<file path="config.mk">
export PLATFORM = sky130hd
export DESIGN_NAME = axi_wr_txn_arbiter_flat
export DESIGN_NICKNAME = d
export VERILOG_FILES = /design/src/rtl/axi_wr_txn_arbiter_if.sv /design/src/rtl/axi_wr_txn_arbiter.sv /design/src/flat_wrapper.sv
export SDC_FILE = /design/constraint.sdc
export NUM_CORES = 1
export LEC_CHECK = 0
export BUFFER_PORTS_ARGS = -buffer_cell sky130_fd_sc_hd__buf_4
export CAP_MARGIN = 20
export CORE_AREA = 2 2 232 234
export CTS_CLUSTER_DIAMETER = 50
export DETAILED_ROUTE_END_ITERATION = 7
export DIE_AREA = 0 0 234 236
export PLACE_DENSITY_LB_ADDON = 0.3
export SLEW_MARGIN = 0
export SYNTH_ARGS = -nofsm -noshare
export SYNTH_HDL_FRONTEND = slang
export SYNTH_SLANG_ARGS = --single-unit
export TNS_END_PERCENT = 30
</file>
<file path="constraint.sdc">
create_clock -name AClk -period 1.74 [get_ports AClk]
set_input_delay 0.261 -clock AClk [delete_from_list [all_inputs] [get_ports AClk]]
set_output_delay 0.261 -clock AClk [all_outputs]
set_load 0.03 [all_outputs]
</file>
<file path="src/rtl/axi_wr_txn_arbiter_if.sv">
// Bundle of requester-side and controller-side signals around axi_wr_txn_arbiter.
// The arbiter uses the slave modport; the master modport is the mirror view.
interface axi_wr_txn_arbiter_if #(
  parameter int NUM_REQ    = 4,
  parameter int ADDR_WIDTH = 32,
  parameter int DATA_WIDTH = 64,
  parameter int STRB_WIDTH = DATA_WIDTH / 8
);
  logic [NUM_REQ-1:0]            req_valid;
  logic [NUM_REQ*ADDR_WIDTH-1:0] req_addr;
  logic [NUM_REQ*4-1:0]          req_len;
  logic [NUM_REQ*2-1:0]          req_burst;
  logic [NUM_REQ*3-1:0]          req_size;
  logic [NUM_REQ*DATA_WIDTH-1:0] req_wdata;
  logic [NUM_REQ*STRB_WIDTH-1:0] req_wstrb;
  logic [NUM_REQ-1:0]            req_grant;
  logic [NUM_REQ-1:0]            req_done;
  logic [1:0]                    req_bresp;
  logic [3:0]                    req_bid;

  logic [ADDR_WIDTH-1:0]         awaddr_d;
  logic [3:0]                    TXN_ID_W_d;
  logic [1:0]                    awburst_d;
  logic [3:0]                    awlen_d;
  logic [2:0]                    awsize_d;
  logic [1:0]                    awlock_d;
  logic [1:0]                    awcache_d;
  logic [2:0]                    awprot_d;
  logic [DATA_WIDTH-1:0]         wdata_d;
  logic [STRB_WIDTH-1:0]         wstrb_d;
  logic                          wr_trn_en;
  logic [1:0]                    bresp_d;
  logic [3:0]                    bid_d;
  logic                          wr_rsp_en_d;
  logic                          busy;
  logic                          id_err;

  modport slave (
    input  req_valid, req_addr, req_len, req_burst, req_size, req_wdata, req_wstrb,
    input  bresp_d, bid_d, wr_rsp_en_d,
    output req_grant, req_done, req_bresp, req_bid,
    output awaddr_d, TXN_ID_W_d, awburst_d, awlen_d, awsize_d, awlock_d, awcache_d, awprot_d,
    output wdata_d, wstrb_d, wr_trn_en, busy, id_err
  );

  modport master (
    output req_valid, req_addr, req_len, req_burst, req_size, req_wdata, req_wstrb,
    output bresp_d, bid_d, wr_rsp_en_d,
    input  req_grant, req_done, req_bresp, req_bid,
    input  awaddr_d, TXN_ID_W_d, awburst_d, awlen_d, awsize_d, awlock_d, awcache_d, awprot_d,
    input  wdata_d, wstrb_d, wr_trn_en, busy, id_err
  );
endinterface

</file>
<file path="src/rtl/axi_wr_txn_arbiter.sv">
// Round-robin arbiter sharing one AXI write controller among NUM_REQ requesters.
// Optional response timeout enabled by defining WR_ARB_TIMEOUT_EN.
module axi_wr_txn_arbiter #(
  parameter int NUM_REQ     = 4,
  parameter int ADDR_WIDTH  = 32,
  parameter int DATA_WIDTH  = 64,
  parameter int STRB_WIDTH  = DATA_WIDTH / 8,
  parameter int TIMEOUT_CYC = 1024
) (
  input logic                 AClk,
  input logic                 ARst,
  axi_wr_txn_arbiter_if.slave bus
);
  localparam int IDX_W = $clog2(NUM_REQ);

  if (NUM_REQ < 2 || NUM_REQ > 16 || TIMEOUT_CYC < 2 || TIMEOUT_CYC > 65535) begin : g_param_err
    $error("axi_wr_txn_arbiter: NUM_REQ or TIMEOUT_CYC out of range");
  end

  typedef enum logic [1:0] {S_IDLE, S_LAUNCH, S_WAIT, S_DONE} state_e;

  state_e             state_q, state_d;
  logic [IDX_W-1:0]   gnt_idx_q, gnt_idx_d;
  logic [IDX_W-1:0]   rr_ptr_q, rr_ptr_d;
  logic [1:0]         rsp_bresp_q, rsp_bresp_d;
  logic [3:0]         rsp_bid_q, rsp_bid_d;
  logic               id_err_q, id_err_d;
  logic [NUM_REQ-1:0] grant_q, grant_d;
  logic [NUM_REQ-1:0] done_q, done_d;
  logic               trn_en_q, trn_en_d;
  logic               busy_q, busy_d;
`ifdef WR_ARB_TIMEOUT_EN
  logic [15:0]        to_cnt_q, to_cnt_d;
`endif

  function automatic logic [NUM_REQ-1:0] onehot(input logic [IDX_W-1:0] idx);
    logic [NUM_REQ-1:0] oh;
    oh      = '0;
    oh[idx] = 1'b1;
    return oh;
  endfunction

  // First pending requester at or above ptr, wrapping past NUM_REQ-1.
  function automatic logic [IDX_W-1:0] rr_pick(input logic [NUM_REQ-1:0] vld,
                                               input logic [IDX_W-1:0]   ptr);
    logic [IDX_W-1:0] win;
    logic             found;
    int               idx;
    win   = ptr;
    found = 1'b0;
    for (int k = 0; k < NUM_REQ; k++) begin
      idx = (int'(ptr) + k) % NUM_REQ;
      if (!found && vld[IDX_W'(idx)]) begin
        win   = IDX_W'(idx);
        found = 1'b1;
      end
    end
    return win;
  endfunction

  always_ff @(posedge AClk) begin
    if (ARst) begin
      state_q     <= S_IDLE;
      gnt_idx_q   <= '0;
      rr_ptr_q    <= '0;
      rsp_bresp_q <= '0;
      rsp_bid_q   <= '0;
      id_err_q    <= 1'b0;
      grant_q     <= '0;
      done_q      <= '0;
      trn_en_q    <= 1'b0;
      busy_q      <= 1'b0;
`ifdef WR_ARB_TIMEOUT_EN
      to_cnt_q    <= '0;
`endif
    end else begin
      state_q     <= state_d;
      gnt_idx_q   <= gnt_idx_d;
      rr_ptr_q    <= rr_ptr_d;
      rsp_bresp_q <= rsp_bresp_d;
      rsp_bid_q   <= rsp_bid_d;
      id_err_q    <= id_err_d;
      grant_q     <= grant_d;
      done_q      <= done_d;
      trn_en_q    <= trn_en_d;
      busy_q      <= busy_d;
`ifdef WR_ARB_TIMEOUT_EN
      to_cnt_q    <= to_cnt_d;
`endif
    end
  end

  always_comb begin
    state_d     = state_q;
    gnt_idx_d   = gnt_idx_q;
    rr_ptr_d    = rr_ptr_q;
    rsp_bresp_d = rsp_bresp_q;
    rsp_bid_d   = rsp_bid_q;
    id_err_d    = id_err_q;
    case (state_q)
      S_IDLE: begin
        if (|bus.req_valid) begin
          gnt_idx_d = rr_pick(bus.req_valid, rr_ptr_q);
          state_d   = S_LAUNCH;
        end
      end
      S_LAUNCH: state_d = S_WAIT;
      S_WAIT: begin
        // A real response beats a timeout landing in the same cycle.
        if (bus.wr_rsp_en_d) begin
          state_d   = S_DONE;
          rsp_bid_d = bus.bid_d;
          if (bus.bid_d != 4'(gnt_idx_q)) begin
            rsp_bresp_d = 2'b10;
            id_err_d    = 1'b1;
          end else begin
            rsp_bresp_d = bus.bresp_d;
          end
        end
`ifdef WR_ARB_TIMEOUT_EN
        else if (to_cnt_q == 16'(TIMEOUT_CYC - 1)) begin
          state_d     = S_DONE;
          rsp_bresp_d = 2'b10;
          rsp_bid_d   = 4'(gnt_idx_q);
        end
`endif
      end
      S_DONE: begin
        rr_ptr_d = (gnt_idx_q == IDX_W'(NUM_REQ - 1)) ? '0 : gnt_idx_q + IDX_W'(1);
        state_d  = S_IDLE;
      end
      default: state_d = S_IDLE;
    endcase
  end

`ifdef WR_ARB_TIMEOUT_EN
  assign to_cnt_d = (state_q == S_WAIT) ? to_cnt_q + 16'd1 : 16'd0;
`endif

  // Registered outputs are computed from the upcoming state so they line up with it.
  always_comb begin
    grant_d  = '0;
    done_d   = '0;
    trn_en_d = 1'b0;
    busy_d   = (state_d != S_IDLE);
    case (state_d)
      S_LAUNCH: begin
        trn_en_d = 1'b1;
        grant_d  = onehot(gnt_idx_d);
      end
      S_WAIT:  grant_d = onehot(gnt_idx_d);
      S_DONE:  done_d  = onehot(gnt_idx_d);
      default: ;
    endcase
  end

  // The controller re-registers these every cycle, so keep them driven while busy.
  always_comb begin
    bus.awaddr_d   = '0;
    bus.TXN_ID_W_d = '0;
    bus.awburst_d  = '0;
    bus.awlen_d    = '0;
    bus.awsize_d   = '0;
    bus.wdata_d    = '0;
    bus.wstrb_d    = '0;
    if (state_q != S_IDLE) begin
      bus.awaddr_d   = bus.req_addr [int'(gnt_idx_q)*ADDR_WIDTH +: ADDR_WIDTH];
      bus.TXN_ID_W_d = 4'(gnt_idx_q);
      bus.awburst_d  = bus.req_burst[int'(gnt_idx_q)*2 +: 2];
      bus.awlen_d    = bus.req_len  [int'(gnt_idx_q)*4 +: 4];
      bus.awsize_d   = bus.req_size [int'(gnt_idx_q)*3 +: 3];
      bus.wdata_d    = bus.req_wdata[int'(gnt_idx_q)*DATA_WIDTH +: DATA_WIDTH];
      bus.wstrb_d    = bus.req_wstrb[int'(gnt_idx_q)*STRB_WIDTH +: STRB_WIDTH];
    end
  end

  assign bus.awlock_d  = 2'b00;
  assign bus.awcache_d = 2'b00;
  assign bus.awprot_d  = 3'b000;
  assign bus.req_grant = grant_q;
  assign bus.req_done  = done_q;
  assign bus.req_bresp = rsp_bresp_q;
  assign bus.req_bid   = rsp_bid_q;
  assign bus.wr_trn_en = trn_en_q;
  assign bus.busy      = busy_q;
  assign bus.id_err    = id_err_q;

endmodule

</file>
<file path="src/flat_wrapper.sv">
// flat-port wrapper written by rule: the top's interface ports become plain ports
module axi_wr_txn_arbiter_flat 
#(
  parameter int NUM_REQ     = 4,
  parameter int ADDR_WIDTH  = 32,
  parameter int DATA_WIDTH  = 64,
  parameter int STRB_WIDTH  = DATA_WIDTH / 8,
  parameter int TIMEOUT_CYC = 1024
)
  (AClk, ARst, bus_req_valid, bus_req_addr, bus_req_len, bus_req_burst, bus_req_size, bus_req_wdata, bus_req_wstrb, bus_bresp_d, bus_bid_d, bus_wr_rsp_en_d, bus_req_grant, bus_req_done, bus_req_bresp, bus_req_bid, bus_awaddr_d, bus_TXN_ID_W_d, bus_awburst_d, bus_awlen_d, bus_awsize_d, bus_awlock_d, bus_awcache_d, bus_awprot_d, bus_wdata_d, bus_wstrb_d, bus_wr_trn_en, bus_busy, bus_id_err);
  axi_wr_txn_arbiter_if #(.NUM_REQ(NUM_REQ), .ADDR_WIDTH(ADDR_WIDTH), .DATA_WIDTH(DATA_WIDTH), .STRB_WIDTH(STRB_WIDTH)) bus_i ();
  input logic AClk;
  input logic ARst;
  input wire logic [$bits(bus_i.req_valid)-1:0] bus_req_valid;
  input wire logic [$bits(bus_i.req_addr)-1:0] bus_req_addr;
  input wire logic [$bits(bus_i.req_len)-1:0] bus_req_len;
  input wire logic [$bits(bus_i.req_burst)-1:0] bus_req_burst;
  input wire logic [$bits(bus_i.req_size)-1:0] bus_req_size;
  input wire logic [$bits(bus_i.req_wdata)-1:0] bus_req_wdata;
  input wire logic [$bits(bus_i.req_wstrb)-1:0] bus_req_wstrb;
  input wire logic [$bits(bus_i.bresp_d)-1:0] bus_bresp_d;
  input wire logic [$bits(bus_i.bid_d)-1:0] bus_bid_d;
  input wire logic [$bits(bus_i.wr_rsp_en_d)-1:0] bus_wr_rsp_en_d;
  output wire logic [$bits(bus_i.req_grant)-1:0] bus_req_grant;
  output wire logic [$bits(bus_i.req_done)-1:0] bus_req_done;
  output wire logic [$bits(bus_i.req_bresp)-1:0] bus_req_bresp;
  output wire logic [$bits(bus_i.req_bid)-1:0] bus_req_bid;
  output wire logic [$bits(bus_i.awaddr_d)-1:0] bus_awaddr_d;
  output wire logic [$bits(bus_i.TXN_ID_W_d)-1:0] bus_TXN_ID_W_d;
  output wire logic [$bits(bus_i.awburst_d)-1:0] bus_awburst_d;
  output wire logic [$bits(bus_i.awlen_d)-1:0] bus_awlen_d;
  output wire logic [$bits(bus_i.awsize_d)-1:0] bus_awsize_d;
  output wire logic [$bits(bus_i.awlock_d)-1:0] bus_awlock_d;
  output wire logic [$bits(bus_i.awcache_d)-1:0] bus_awcache_d;
  output wire logic [$bits(bus_i.awprot_d)-1:0] bus_awprot_d;
  output wire logic [$bits(bus_i.wdata_d)-1:0] bus_wdata_d;
  output wire logic [$bits(bus_i.wstrb_d)-1:0] bus_wstrb_d;
  output wire logic [$bits(bus_i.wr_trn_en)-1:0] bus_wr_trn_en;
  output wire logic [$bits(bus_i.busy)-1:0] bus_busy;
  output wire logic [$bits(bus_i.id_err)-1:0] bus_id_err;
  assign bus_i.req_valid = bus_req_valid;
  assign bus_i.req_addr = bus_req_addr;
  assign bus_i.req_len = bus_req_len;
  assign bus_i.req_burst = bus_req_burst;
  assign bus_i.req_size = bus_req_size;
  assign bus_i.req_wdata = bus_req_wdata;
  assign bus_i.req_wstrb = bus_req_wstrb;
  assign bus_i.bresp_d = bus_bresp_d;
  assign bus_i.bid_d = bus_bid_d;
  assign bus_i.wr_rsp_en_d = bus_wr_rsp_en_d;
  assign bus_req_grant = bus_i.req_grant;
  assign bus_req_done = bus_i.req_done;
  assign bus_req_bresp = bus_i.req_bresp;
  assign bus_req_bid = bus_i.req_bid;
  assign bus_awaddr_d = bus_i.awaddr_d;
  assign bus_TXN_ID_W_d = bus_i.TXN_ID_W_d;
  assign bus_awburst_d = bus_i.awburst_d;
  assign bus_awlen_d = bus_i.awlen_d;
  assign bus_awsize_d = bus_i.awsize_d;
  assign bus_awlock_d = bus_i.awlock_d;
  assign bus_awcache_d = bus_i.awcache_d;
  assign bus_awprot_d = bus_i.awprot_d;
  assign bus_wdata_d = bus_i.wdata_d;
  assign bus_wstrb_d = bus_i.wstrb_d;
  assign bus_wr_trn_en = bus_i.wr_trn_en;
  assign bus_busy = bus_i.busy;
  assign bus_id_err = bus_i.id_err;
  axi_wr_txn_arbiter #(.NUM_REQ(NUM_REQ), .ADDR_WIDTH(ADDR_WIDTH), .DATA_WIDTH(DATA_WIDTH), .STRB_WIDTH(STRB_WIDTH), .TIMEOUT_CYC(TIMEOUT_CYC)) u_core (.AClk(AClk), .ARst(ARst), .bus(bus_i));
endmodule
</file>
Word level (Yosys, flattened, before mapping). Cells that the tools add are included. W data, S select, Z words.

Reduce and logical (&&, ||, !) cells: 16. Shift operators: 6. Bitwise gates (word level): 2. $lt $le $gt $ge: 6. Mux-type cells: 41. $mul: 1. Equality and inequality tests: 8. Add/sub/neg operators: 4.

Operators by type and width (count): $shiftx A256 B9 Y64 (1); $shiftx A128 B8 Y32 (1); $mux W64 (1); $mux W32 (1); $shiftx A12 B32 Y3 (1); $shiftx A32 B6 Y8 (1); $mux W2 (11); $mux W1 (19); $lt A2 B4 Y1 const B (4); $shiftx A16 B5 Y4 (1); $eq A2 B2 Y1 const B (5); $bmux W1 S2 (4); $mux W8 (1); $pmux W2 S4 (1); $shiftx A8 B4 Y2 (1); $reduce_or A2 Y1 (3); $add A2 B1 Y2 const B (2); $add A2 B2 Y2 const B (2); $eq A2 B1 Y1 const B (2); $logic_and A1 B1 Y1 (4); $mul A2 B2 Y4 const B (1); $mux W4 (1); $ne A4 B2 Y1 (1); $reduce_bool A2 Y1 (2); other kinds (10) (13).

Bits in registers: 23. Input port bits: 465. Output and inout bits: 141.

Longest topological paths before layout. Gate-level depths: netlist of the first run.

Depth after elaboration: 25. Gate-level depth with buffers: 10.

Worst setup path before layout of the first run. OpenSTA, ideal clock, no wires.

Kind: reg-to-output. Start point: register u_core.state_q[0]. End point: output bus_wdata_d[0]. Arrival time: 1.629 ns. Setup slack: -0.150 ns. Stages on the path, launching flop included: 8. Cells stage by stage: dfxtp_1 inv_1 ha_1 buf_2 inv_1 clkbuf_1 clkbuf_1 and2_1.

Longest elaborated chain between the ends: 2.

RTL lines: start: declaration (RTL line axi_wr_txn_arbiter.sv:22) `state_e state_q, state_d;`; start signal: assignment (RTL line axi_wr_txn_arbiter.sv:77) `state_q <= state_d;`; $reduce_bool A2 Y1 (RTL line axi_wr_txn_arbiter.sv:166) `if (state_q != S_IDLE) begin`; $mux W64 (RTL line axi_wr_txn_arbiter.sv:166); end: declaration (RTL line flat_wrapper.sv:36) `output wire logic [$bits(bus_i.wdata_d)-1:0] bus_wdata_d;`.

Every way passes these cells.

Final worst setup path of the first run.
Start point: register u_core.gnt_idx_q[0]. End point: output bus_wdata_d[9].

Longest elaborated chain between the ends: 2.

RTL lines: start: declaration (RTL line axi_wr_txn_arbiter.sv:23) `logic [IDX_W-1:0] gnt_idx_q, gnt_idx_d;`; start signal: assignment (RTL line axi_wr_txn_arbiter.sv:78) `gnt_idx_q <= gnt_idx_d;`; $shiftx A256 B9 Y64 (RTL line axi_wr_txn_arbiter.sv:172) `bus.wdata_d = bus.req_wdata[int'(gnt_idx_q)*DATA_WIDTH +: DATA_WIDTH];`; $mux W64 (RTL line axi_wr_txn_arbiter.sv:166).

Every way passes these cells.

==> results.sh, run 1 <==
export IMPL_status="finished, violations left"
export IMPL_violations="setup timing"
export IMPL_fmax_mhz=463
export IMPL_drc=0
export IMPL_path_clk_slew_ns=0.06
export IMPL_wire_per_inst_um=20.5
export IMPL_hpwl_um=30700
export IMPL_ff2ff_path_depth=9
export IMPL_slew_viol_final=0
export IMPL_drt_iter0_drc=235
export IMPL_whs_ns=0.238
export IMPL_postRouteAntennaNets=0
export IMPL_area_growth_pct=141
export IMPL_worstHoldStart="bus_bresp_d[1]"
export IMPL_clk_insertion_delay_late_ns=0.25
export IMPL_crit_chain="buf_12 -> buf_12 -> mux4_2 -> and2_4 -> buf_6"
export IMPL_cp_end_kind="primary output"
export IMPL_drv_cap=0
export IMPL_crit_arrival_ns=1.90
export IMPL_syn_cell_area_um2=4820
export IMPL_syn_avg_cell_area_um2=11.6
export IMPL_cts_hold_buf=0
export IMPL_place_worst_setup_slack_ns=-0.315
export IMPL_fin_crit_ns=2.16
export IMPL_die_area_um2=55200
export IMPL_grt_usage=0.118
export IMPL_period_share=1.24
export IMPL_grt_pass1_wl_um=47300
export IMPL_synth_commonest_cells="and2_1, mux4_2, dfxtp_1"
export IMPL_max_stage_delay_ns=0.61
export IMPL_initial_core_util=0.0909
export IMPL_synth_cells=415
export IMPL_leakagePower_nw=5.13
export IMPL_io_pins=606
export IMPL_drive_above_1_share=0.878
export IMPL_yosys_warnings=0
export IMPL_regToRegSetupSlack_ns=0.09
export IMPL_path_class="register to primary output"
export IMPL_setup_tns_ns=-38.52
export IMPL_cp_data_required_time_ns=1.48
export IMPL_cpMaxStageDelayCell="mux4_2"
export IMPL_cts_sinks=23
export IMPL_rows=85
export IMPL_synth_cell_type_count=38
export IMPL_antenna_cells=0
export IMPL_drt_wl_total_um=35600
export IMPL_yosysSeqAreaShare=0.0955
export IMPL_clock_skew_final_ns=0.00197
export IMPL_gp_congestion=0.890
export IMPL_setup_viol=113
export IMPL_ir_worst_vdd_mv=0.530
export IMPL_rsz0062_at_grt="yes"
export IMPL_power_per_cell_area_nw_per_um2=1160
export IMPL_yosys_top_cells_area="mux4_2, and2_1, dfxtp_1"
export IMPL_hp_class="primary input to register"
export IMPL_antenna_found_initial=3
export IMPL_yosysTopAreaCellShare=0.528
export IMPL_path_buf_inv=3
export IMPL_clock_path_buffers=2
export IMPL_cp_max_fo=6
export IMPL_grt_max_degree=51
export IMPL_r2r_start="u_core.state_q[1]"
export IMPL_fp_dieH_um=236
export IMPL_synth_area_leader_cell="mux4_2"
export IMPL_timing_rr_end="u_core.bus.req_done[0]"
export IMPL_holdPathEnd="u_core.bus.req_bresp[1]"
export IMPL_vias=6266
export IMPL_synth_main_ff_cell="dfxtp_1"
export IMPL_start_kind="register"
export IMPL_hold_depth=3
export IMPL_cts_made_buffers=3
export IMPL_firstDrtPassIters=4
export IMPL_ys_ff_latch=23
export IMPL_crit_family="multiplexers"
export IMPL_cpMostUsedCell="buf_12"
export IMPL_layout_nets=1512
export IMPL_fin_ws_ns=-0.421
export IMPL_async_flop_share=0
export IMPL_first_global_vias=6648
export IMPL_viasPerCell=3.61
export IMPL_grt_overflow=0
export IMPL_cts_root_buf="clkbuf_16"
export IMPL_cts_tree="built"
export IMPL_core_um2=53100
export IMPL_synth_edf_count=0
export IMPL_htree_levels=1
export IMPL_synth_most_common_cell="and2_1"
export IMPL_die_x_um=234
export IMPL_hold_viol=0
export IMPL_portBuffers=596
-- cell families after synthesis --
family                     Yosys count  share of synthesized area
buffers and inverters               65                      0.101
and+or+nand+nor                    168                      0.203
xor gates and xnor gates             2                    0.00363
adders and majority gates            7                     0.0182
DFF                                 23                     0.0955
other                                1                   0.000778
AOI/OAI and AO/OA                   34                     0.0459
muxes                              115                      0.532
-- worst max-delay path by stage --
| stage | startpoint | end | slack (ns) | depth (start not counted) |
|---|---|---|---|---|
| floorplan | u_core.gnt_idx_q[0] | bus_awaddr_d[10] | -0.01 | 5 |
| global placement | u_core.gnt_idx_q[0] | bus_wdata_d[9] | -0.30 | 5 |
| detailed placement | u_core.gnt_idx_q[0] | bus_wdata_d[9] | -0.31 | 5 |
| CTS | u_core.gnt_idx_q[0] | bus_wdata_d[26] | -0.46 | 5 |
| global route | u_core.gnt_idx_q[0] | bus_wdata_d[9] | -0.48 | 5 |
| finish | u_core.gnt_idx_q[0] | bus_wdata_d[9] | -0.42 | 5 |
-- cells in the final DEF, fill, tap and decap left out, types with 2 or more instances in the layout --
master / instances
buf_4: 511
buf_6: 117
mux4_2: 113
and2_4: 113
buf_12: 22
dfxtp_1: 20
a21oi_1: 17
nand2_1: 16
buf_8: 15
nor2_1: 13
conb_1: 9
nor2b_1: 7
inv_1: 6
o21ai_0: 5
ha_1: 5
buf_16: 4
nand3_1: 3
nand3b_1: 3
clkbuf_16: 3
nand2_2: 2
and2b_1: 2
xor2_1: 2
mux2i_1: 2
nor3_1: 2
dfxtp_4: 2
-- per-stage QoR --
stage	cells	util	total power, mW	cell area, um^2
after CTS	1736	0.215	13.2	11400
after detailed placement	1715	0.197	10.9	10500
after floorplan	423	-	6.62	4970
final	1735	0.219	13.5	11600
after global placement	1715	0.197	10.9	10500
after global routing	1735	0.219	14.2	11600
-- worst min-delay path: stages --
cell    delay (ns)
buf_4         0.08
nor3_2        0.03
nor2_1        0.08
-- power breakdown --
| part | total, mW | switching (mW) | internal, mW |
|---|---|---|---|
| combinational | 12.3 | 5.91 | 6.35 |
| clock | 0.499 | 0.187 | 0.313 |
| sequential | 0.708 | 0.0715 | 0.637 |
| total | 13.5 | 6.17 | 7.30 |
-- timing repair --
| item | CTS | global route |
|---|---|---|
| pin swaps | 38 | 15 |
| gates resized for setup | 206 | 68 |
| endpoints found under the setup margin | 116 | 120 |
| setup buffers | 14 | 0 |
| gates cloned | 5 | 0 |
-- final cells by class --
cell class	count	area (um^2)
clock buffer	4	78.8
fill	5808	41500
inverter	8	32.5
multi-input combinational	335	4220
sequential	23	469
tap	696	871
timing repair buffer	669	5930
-- registers in the layout, indices dropped and copies added, names as in the netlist --
register and count:
u_core.rr_ptr_q 2, u_core.bus.req_grant 4, u_core.bus.req_bid 4, u_core.bus.wr_trn_en 1
u_core.bus.req_done 4, u_core.bus.req_bresp 2, u_core.bus.id_err 1, u_core.gnt_idx_q 2
u_core.state_q 2, u_core.bus.busy 1
-- layer usage --
layer / vias to the layer above / part of all wire / track usage / wire length (um)
met5: - / 0.00098 / 0 / 35
met4: 6 / 0.012 / 0.0134 / 429
met3: 26 / 0.10 / 0.0388 / 3630
met2: 304 / 0.50 / 0.211 / 17800
met1: 3097 / 0.38 / 0.141 / 13600
li1: 2833 / - / - / -
No activity file was read; power rests on OpenSTA's default activity.
==> run 2, diff against run 1 <==
--- a/config.mk
+++ b/config.mk
@@ -16,4 +16,3 @@
 export SYNTH_ARGS = -nofsm -noshare
 export SYNTH_HDL_FRONTEND = slang
 export SYNTH_SLANG_ARGS = --single-unit
-export TNS_END_PERCENT = 30
==> results.sh, run 2 (synthesis gave the netlist of run 1 again) <==
export IMPL_status="finished, violations left"
export IMPL_violations="setup timing"
export IMPL_postRouteAntennaNets=0
export IMPL_gp_congestion=0.937
export IMPL_drive_above_1_share=0.880
export IMPL_ff2ff_path_depth=6
export IMPL_drt_iter0_drc=259
export IMPL_timing_rr_end="u_core.bus.req_bresp[0]"
export IMPL_initial_core_util=0.0909
export IMPL_power_per_cell_area_nw_per_um2=1200
export IMPL_regToRegSetupSlack_ns=0.09
export IMPL_cts_tree="built"
export IMPL_fin_crit_ns=2.13
export IMPL_drc=0
export IMPL_vias=6485
export IMPL_rsz0062_at_grt="yes"
export IMPL_clock_skew_final_ns=0.00841
export IMPL_clk_insertion_delay_late_ns=0.27
export IMPL_die_x_um=234
export IMPL_power_mw=13.7
export IMPL_layout_nets=1519
export IMPL_start_kind="register"
export IMPL_worstHoldStart="bus_bresp_d[1]"
export IMPL_period_share=1.22
export IMPL_portBuffers=596
export IMPL_antenna_found_initial=6
export IMPL_n_fill_cell=5790
export IMPL_crit_arrival_ns=1.87
export IMPL_layout_commonest_cell="buf_4"
export IMPL_viasPerCell=3.71
export IMPL_grt_max_degree=33
export IMPL_io_pins=606
export IMPL_setup_viol=113
export IMPL_cts_sinks=23
export IMPL_holdPathEnd="u_core.bus.req_bresp[1]"
export IMPL_drv_cap=0
export IMPL_drt_wl_total_um=40500
export IMPL_htree_levels=1
export IMPL_design_area_um2=11400
export IMPL_grt_pass1_wl_um=53200
export IMPL_core_um2=53100
export IMPL_cp_end_kind="primary output"
export IMPL_fp_dieH_um=236
export IMPL_slew_viol_final=0
export IMPL_rows=85
export IMPL_ir_worst_vdd_mv=0.470
export IMPL_cp_data_required_time_ns=1.48
export IMPL_whs_ns=0.225
export IMPL_path_clk_slew_ns=0.07
export IMPL_hpwl_um=35900
export IMPL_path_class="register to primary output"
export IMPL_grt_usage=0.137
export IMPL_hold_depth=3
export IMPL_multiInputGateArea_um2=4220
export IMPL_die_area_um2=55200
export IMPL_cts_made_buffers=3
export IMPL_hold_viol=0
export IMPL_grt_overflow=0
export IMPL_clock_path_buffers=2
export IMPL_fin_ws_ns=-0.390
export IMPL_r2r_start="u_core.gnt_idx_q[0]"
export IMPL_final_cell_mix="buf_4, mux4_2, and2_4"
export IMPL_leakagePower_nw=5.10
export IMPL_fmax_mhz=470
export IMPL_placed_cell_area_um2=10600
export IMPL_first_global_vias=6842
export IMPL_area_growth_pct=137
export IMPL_regArea_um2=469
export IMPL_wire_per_inst_um=23.2
export IMPL_hp_class="primary input to register"
export IMPL_firstDrtPassIters=4
export IMPL_cp_max_fo=13
export IMPL_cts_root_buf="clkbuf_16"
[run 2: cell count changes in the layout (fill, tap and decap cells not counted), sizes merged]
cell,change
clkinvlp,+1
buf,+7
clkbuf,-1
diode,+5
[run 2: area by class of cell]
type | count | share of cell area
Tap cell | 696 | 0.0761
Inverter | 8 | 0.00284
Sequential cell | 23 | 0.0410
Timing Repair Buffer | 676 | 0.503
Multi-Input combinational cell | 335 | 0.369
Clock buffer | 3 | 0.00656
Antenna cell | 5 | 0.00109
Clock inverter | 1 | 0.000656
[run 2: worst max-delay path, stage by stage (launching register included)]
cell     delay [ns]
dfxtp_4        0.40
buf_12         0.17
buf_16         0.17
mux4_2         0.54
and2_4         0.18
buf_6          0.13
[run 2: worst max path at each step]
stage | to | cells past startpoint | slack (ns) | startpoint
detailed placement | bus_wdata_d[12] | 5 | -0.19 | u_core.gnt_idx_q[0]
global route | bus_awaddr_d[9] | 5 | -0.46 | u_core.gnt_idx_q[0]
finish | bus_wdata_d[50] | 5 | -0.39 | u_core.gnt_idx_q[0]
floorplan | bus_wdata_d[0] | 5 | -0.01 | u_core.gnt_idx_q[0]
global placement | bus_wdata_d[15] | 5 | -0.17 | u_core.gnt_idx_q[0]
CTS | bus_wdata_d[56] | 5 | -0.43 | u_core.gnt_idx_q[0]
[run 2: repair_timing]
action                                  4_1_cts  5_1_grt
endpoints found under the setup margin      116      122
hold buffers                                  0        0
resized for setup                           145       23
endpoints found under the hold margin         0        0
cloned                                        1        0
buffers inserted                              6        9
pin swaps                                    18        9
[run 2: metal layers]
metal  vias up  part of all wire  global-route usage
met3        33             0.076              0.0323
met4         2             0.032              0.0493
met2       330              0.51               0.243
met1      3270              0.38               0.157
li1       2850                 -                   -
met5         -           0.00032                   0
[run 2: metrics by stage]
step	instances	setup TNS, ns	worst slack (ns)	utilization
final	1747	-38.42	-0.390	0.216
after detailed placement	1722	-11.59	-0.186	0.201
after global routing	1747	-46.36	-0.461	0.216
after CTS	1733	-42.09	-0.431	0.212
after global placement	1722	-10.94	-0.170	0.201
after floorplan	423	-0.510	-0.0122	-
[run 2: power by group]
group | internal (mW) | switching [mW]
clock network | 0.313 | 0.218
logic | 6.26 | 6.21
registers | 0.636 | 0.0701
total | 7.21 | 6.50
==> run 3, diff against run 2 <==
--- a/config.mk
+++ b/config.mk
@@ -5,12 +5,13 @@
 export SDC_FILE = /design/constraint.sdc
 export NUM_CORES = 1
 export LEC_CHECK = 0
+export ABC_AREA = 1
 export BUFFER_PORTS_ARGS = -buffer_cell sky130_fd_sc_hd__buf_4
 export CAP_MARGIN = 20
-export CORE_AREA = 2 2 232 234
+export CORE_AREA = 2 2 239 241
 export CTS_CLUSTER_DIAMETER = 50
 export DETAILED_ROUTE_END_ITERATION = 7
-export DIE_AREA = 0 0 234 236
+export DIE_AREA = 0 0 241 243
 export PLACE_DENSITY_LB_ADDON = 0.3
 export SLEW_MARGIN = 0
 export SYNTH_ARGS = -nofsm -noshare
==> constraint.sdc (replaced) <==
create_clock -name AClk -period 2 [get_ports AClk]
set_input_delay 0.3 -clock AClk [delete_from_list [all_inputs] [get_ports AClk]]
set_output_delay 0.3 -clock AClk [all_outputs]
set_load 0.03 [all_outputs]
==> results.sh, run 3 <==
export IMPL_status="finished, violations left"
export IMPL_violations="setup timing"
export IMPL_cts_made_buffers=3
export IMPL_yosys_warnings=0
export IMPL_cp_end_kind="primary output"
export IMPL_clock_path_buffers=2
export IMPL_synth_main_ff_cell="dfxtp_1"
export IMPL_synth_area_leader_cell="o21ai_0"
export IMPL_antenna_found_initial=4
export IMPL_grt_usage=0.130
export IMPL_layout_nets=1923
export IMPL_ys_ff_latch=23
export IMPL_clk_insertion_delay_late_ns=0.25
export IMPL_viasPerCell=3.91
export IMPL_synth_most_common_cell="nor2_1"
export IMPL_firstDrtPassIters=5
export IMPL_layout_cells_non_filler=2207
export IMPL_grt_max_degree=52
export IMPL_fin_crit_ns=2.21
export IMPL_yosys_top_cells_area="o21ai_0, nor2_1, o22ai_1"
export IMPL_cp_data_required_time_ns=1.70
export IMPL_wire_per_inst_um=19.4
export IMPL_r2r_start="u_core.gnt_idx_q[0]"
export IMPL_synth_commonest_cells="nor2_1, o21ai_0, o22ai_1"
export IMPL_max_stage_delay_ns=0.34
export IMPL_drt_iter0_drc=422
export IMPL_gp_congestion=0.931
export IMPL_syn_cell_area_um2=4280
export IMPL_fmax_mhz=451
export IMPL_synth_cell_type_count=26
export IMPL_core_um2=56000
export IMPL_crit_arrival_ns=1.91
export IMPL_cp_max_fo=10
export IMPL_async_flop_share=0
export IMPL_setup_viol=113
export IMPL_yosysSeqAreaShare=0.107
export IMPL_layout_commonest_cell="buf_4"
export IMPL_postRouteAntennaNets=0
export IMPL_leakagePower_nw=5.59
export IMPL_yosysTopAreaCellShare=0.271
export IMPL_dp_cells=2149
export IMPL_cts_hold_buf=0
export IMPL_power_mw=16.5
export IMPL_cts_root_buf="clkbuf_16"
export IMPL_drive_above_1_share=0.610
export IMPL_rsz0062_at_grt="yes"
export IMPL_ir_worst_vdd_mv=0.718
export IMPL_portBuffers=596
export IMPL_crit_chain="inv_2 -> ha_4 -> nor2_4 -> buf_4 -> buf_12 -> buf_12 -> o21ai_0 -> o22ai_1 -> buf_4"
export IMPL_cts_tree="built"
export IMPL_worstHoldStart="ARst"
export IMPL_start_kind="register"
export IMPL_path_class="register to primary output"
export IMPL_fin_ws_ns=-0.215
export IMPL_cpMaxStageDelayCell="dfxtp_2"
export IMPL_area_growth_pct=189
export IMPL_grt_pass1_wl_um=56500
export IMPL_synth_cells=830
export IMPL_crit_start="u_core.state_q[0]"
export IMPL_power_per_cell_area_nw_per_um2=1330
export IMPL_place_worst_setup_slack_ns=-0.232
export IMPL_fp_dieH_um=243
export IMPL_synth_edf_count=0
export IMPL_io_pins=606
export IMPL_final_cell_mix="buf_4, nor2_1, o21ai_0"
export IMPL_drc=0
export IMPL_drt_wl_total_um=42700
export IMPL_hp_class="primary input to register"
export IMPL_slew_viol_final=0
export IMPL_htree_levels=1
export IMPL_grt_overflow=0
export IMPL_rows=87
export IMPL_clock_skew_final_ns=0.00253
export IMPL_syn_avg_cell_area_um2=5.16
export IMPL_die_x_um=241
export IMPL_vias=8625
export IMPL_first_global_vias=8866
export IMPL_hpwl_um=28100
export IMPL_period_share=1.11
export IMPL_drv_cap=0
export IMPL_initial_core_util=0.0766
export IMPL_hold_viol=0
export IMPL_postLayoutCoreUtil=0.221
export IMPL_path_clk_slew_ns=0.06
export IMPL_cts_sinks=23
export IMPL_die_area_um2=58600
## run 3: changes by cell type in the layout (fill, tap and decap cells not counted), sizes merged, moves of 7 or more
cell	before	now
clkbuf	3	10
nor2	13	256
inv	8	23
and2	114	0
o21ai	6	232
nand3	3	14
mux4	113	0
buf	676	686
nand2	18	62
o22ai	1	112
nor2b	8	0
a21oi	17	4
## run 3: worst paths after layout
path                                  end  slack (ns)  depth (start not counted)
setup / recovery         bus_awaddr_d[20]       -0.21                          9
hold / removal    u_core.bus.req_bresp[1]        0.31                          2
setup reg to reg  u_core.bus.req_bresp[1]        0.18                          7
hold reg to reg         u_core.bus.id_err        0.49                          2
## run 3: logic make-up after synthesis
kind of cell               Yosys count  share of synthesized area
adders and majority gates            7                     0.0204
xor gates and xnor gates             1                    0.00204
AOI/OAI and AO/OA                  351                      0.446
other                                1                   0.000875
and+or+nand+nor                    338                      0.315
buffers and inverters              109                      0.109
DFF                                 23                      0.107
## run 3: worst max-delay path: cells and delay by family (launching register included)
| kind | cells | cell delay (ns) |
|---|---|---|
| compound gates | 2 | 0.31 |
| fa+ha+maj | 1 | 0.18 |
| buf+inv | 5 | 0.66 |
| flops | 1 | 0.34 |
| simple gates | 1 | 0.15 |
## run 3: repair_timing
action / in CTS / in global routing
pin swaps: 62 / 80
cloned: 19 / 7
resized for setup: 282 / 117
setup buffers: 24 / 5
setup endpoints to repair: 113 / 122
## run 3: through the flow
stage | setup TNS, ns | hold slack, ns | area [um^2]
6_report | -17.09 | 0.307 | 12400
5_1_grt | -25.27 | 0.319 | 12400
4_1_cts | -11.63 | 0.307 | 11800
3_5_place_dp | -3.91 | 0.478 | 10200
3_3_place_gp | -1.07 | 0.462 | 10200
2_1_floorplan | -1.31 | 0.449 | 4700
## run 3: area by class of cell
type                            count  area [um^2]
Antenna cell                        1         2.50
Clock buffer                        3         75.1
Clock inverter                      1         5.00
Fill cell                        6320        43600
Inverter                           23         91.3
Multi-Input combinational cell    706         4400
Sequential cell                    23          467
Tap cell                          756          946
Timing Repair Buffer              694         6400
## run 3: routing by layer
layer,routed length (um),GRT usage,share of wire
met1,18000,0.162,0.42
met2,20600,0.229,0.48
met3,2980,0.0222,0.070
met4,1110,0.0329,0.026
met5,0,0,0
## run 3: where the power goes
part | switching [mW] | internal, mW | total [mW]
sequential | 0.0846 | 0.574 | 0.658
clock | 0.157 | 0.268 | 0.426
combinational | 8.71 | 6.68 | 15.4
total | 8.95 | 7.53 | 16.5
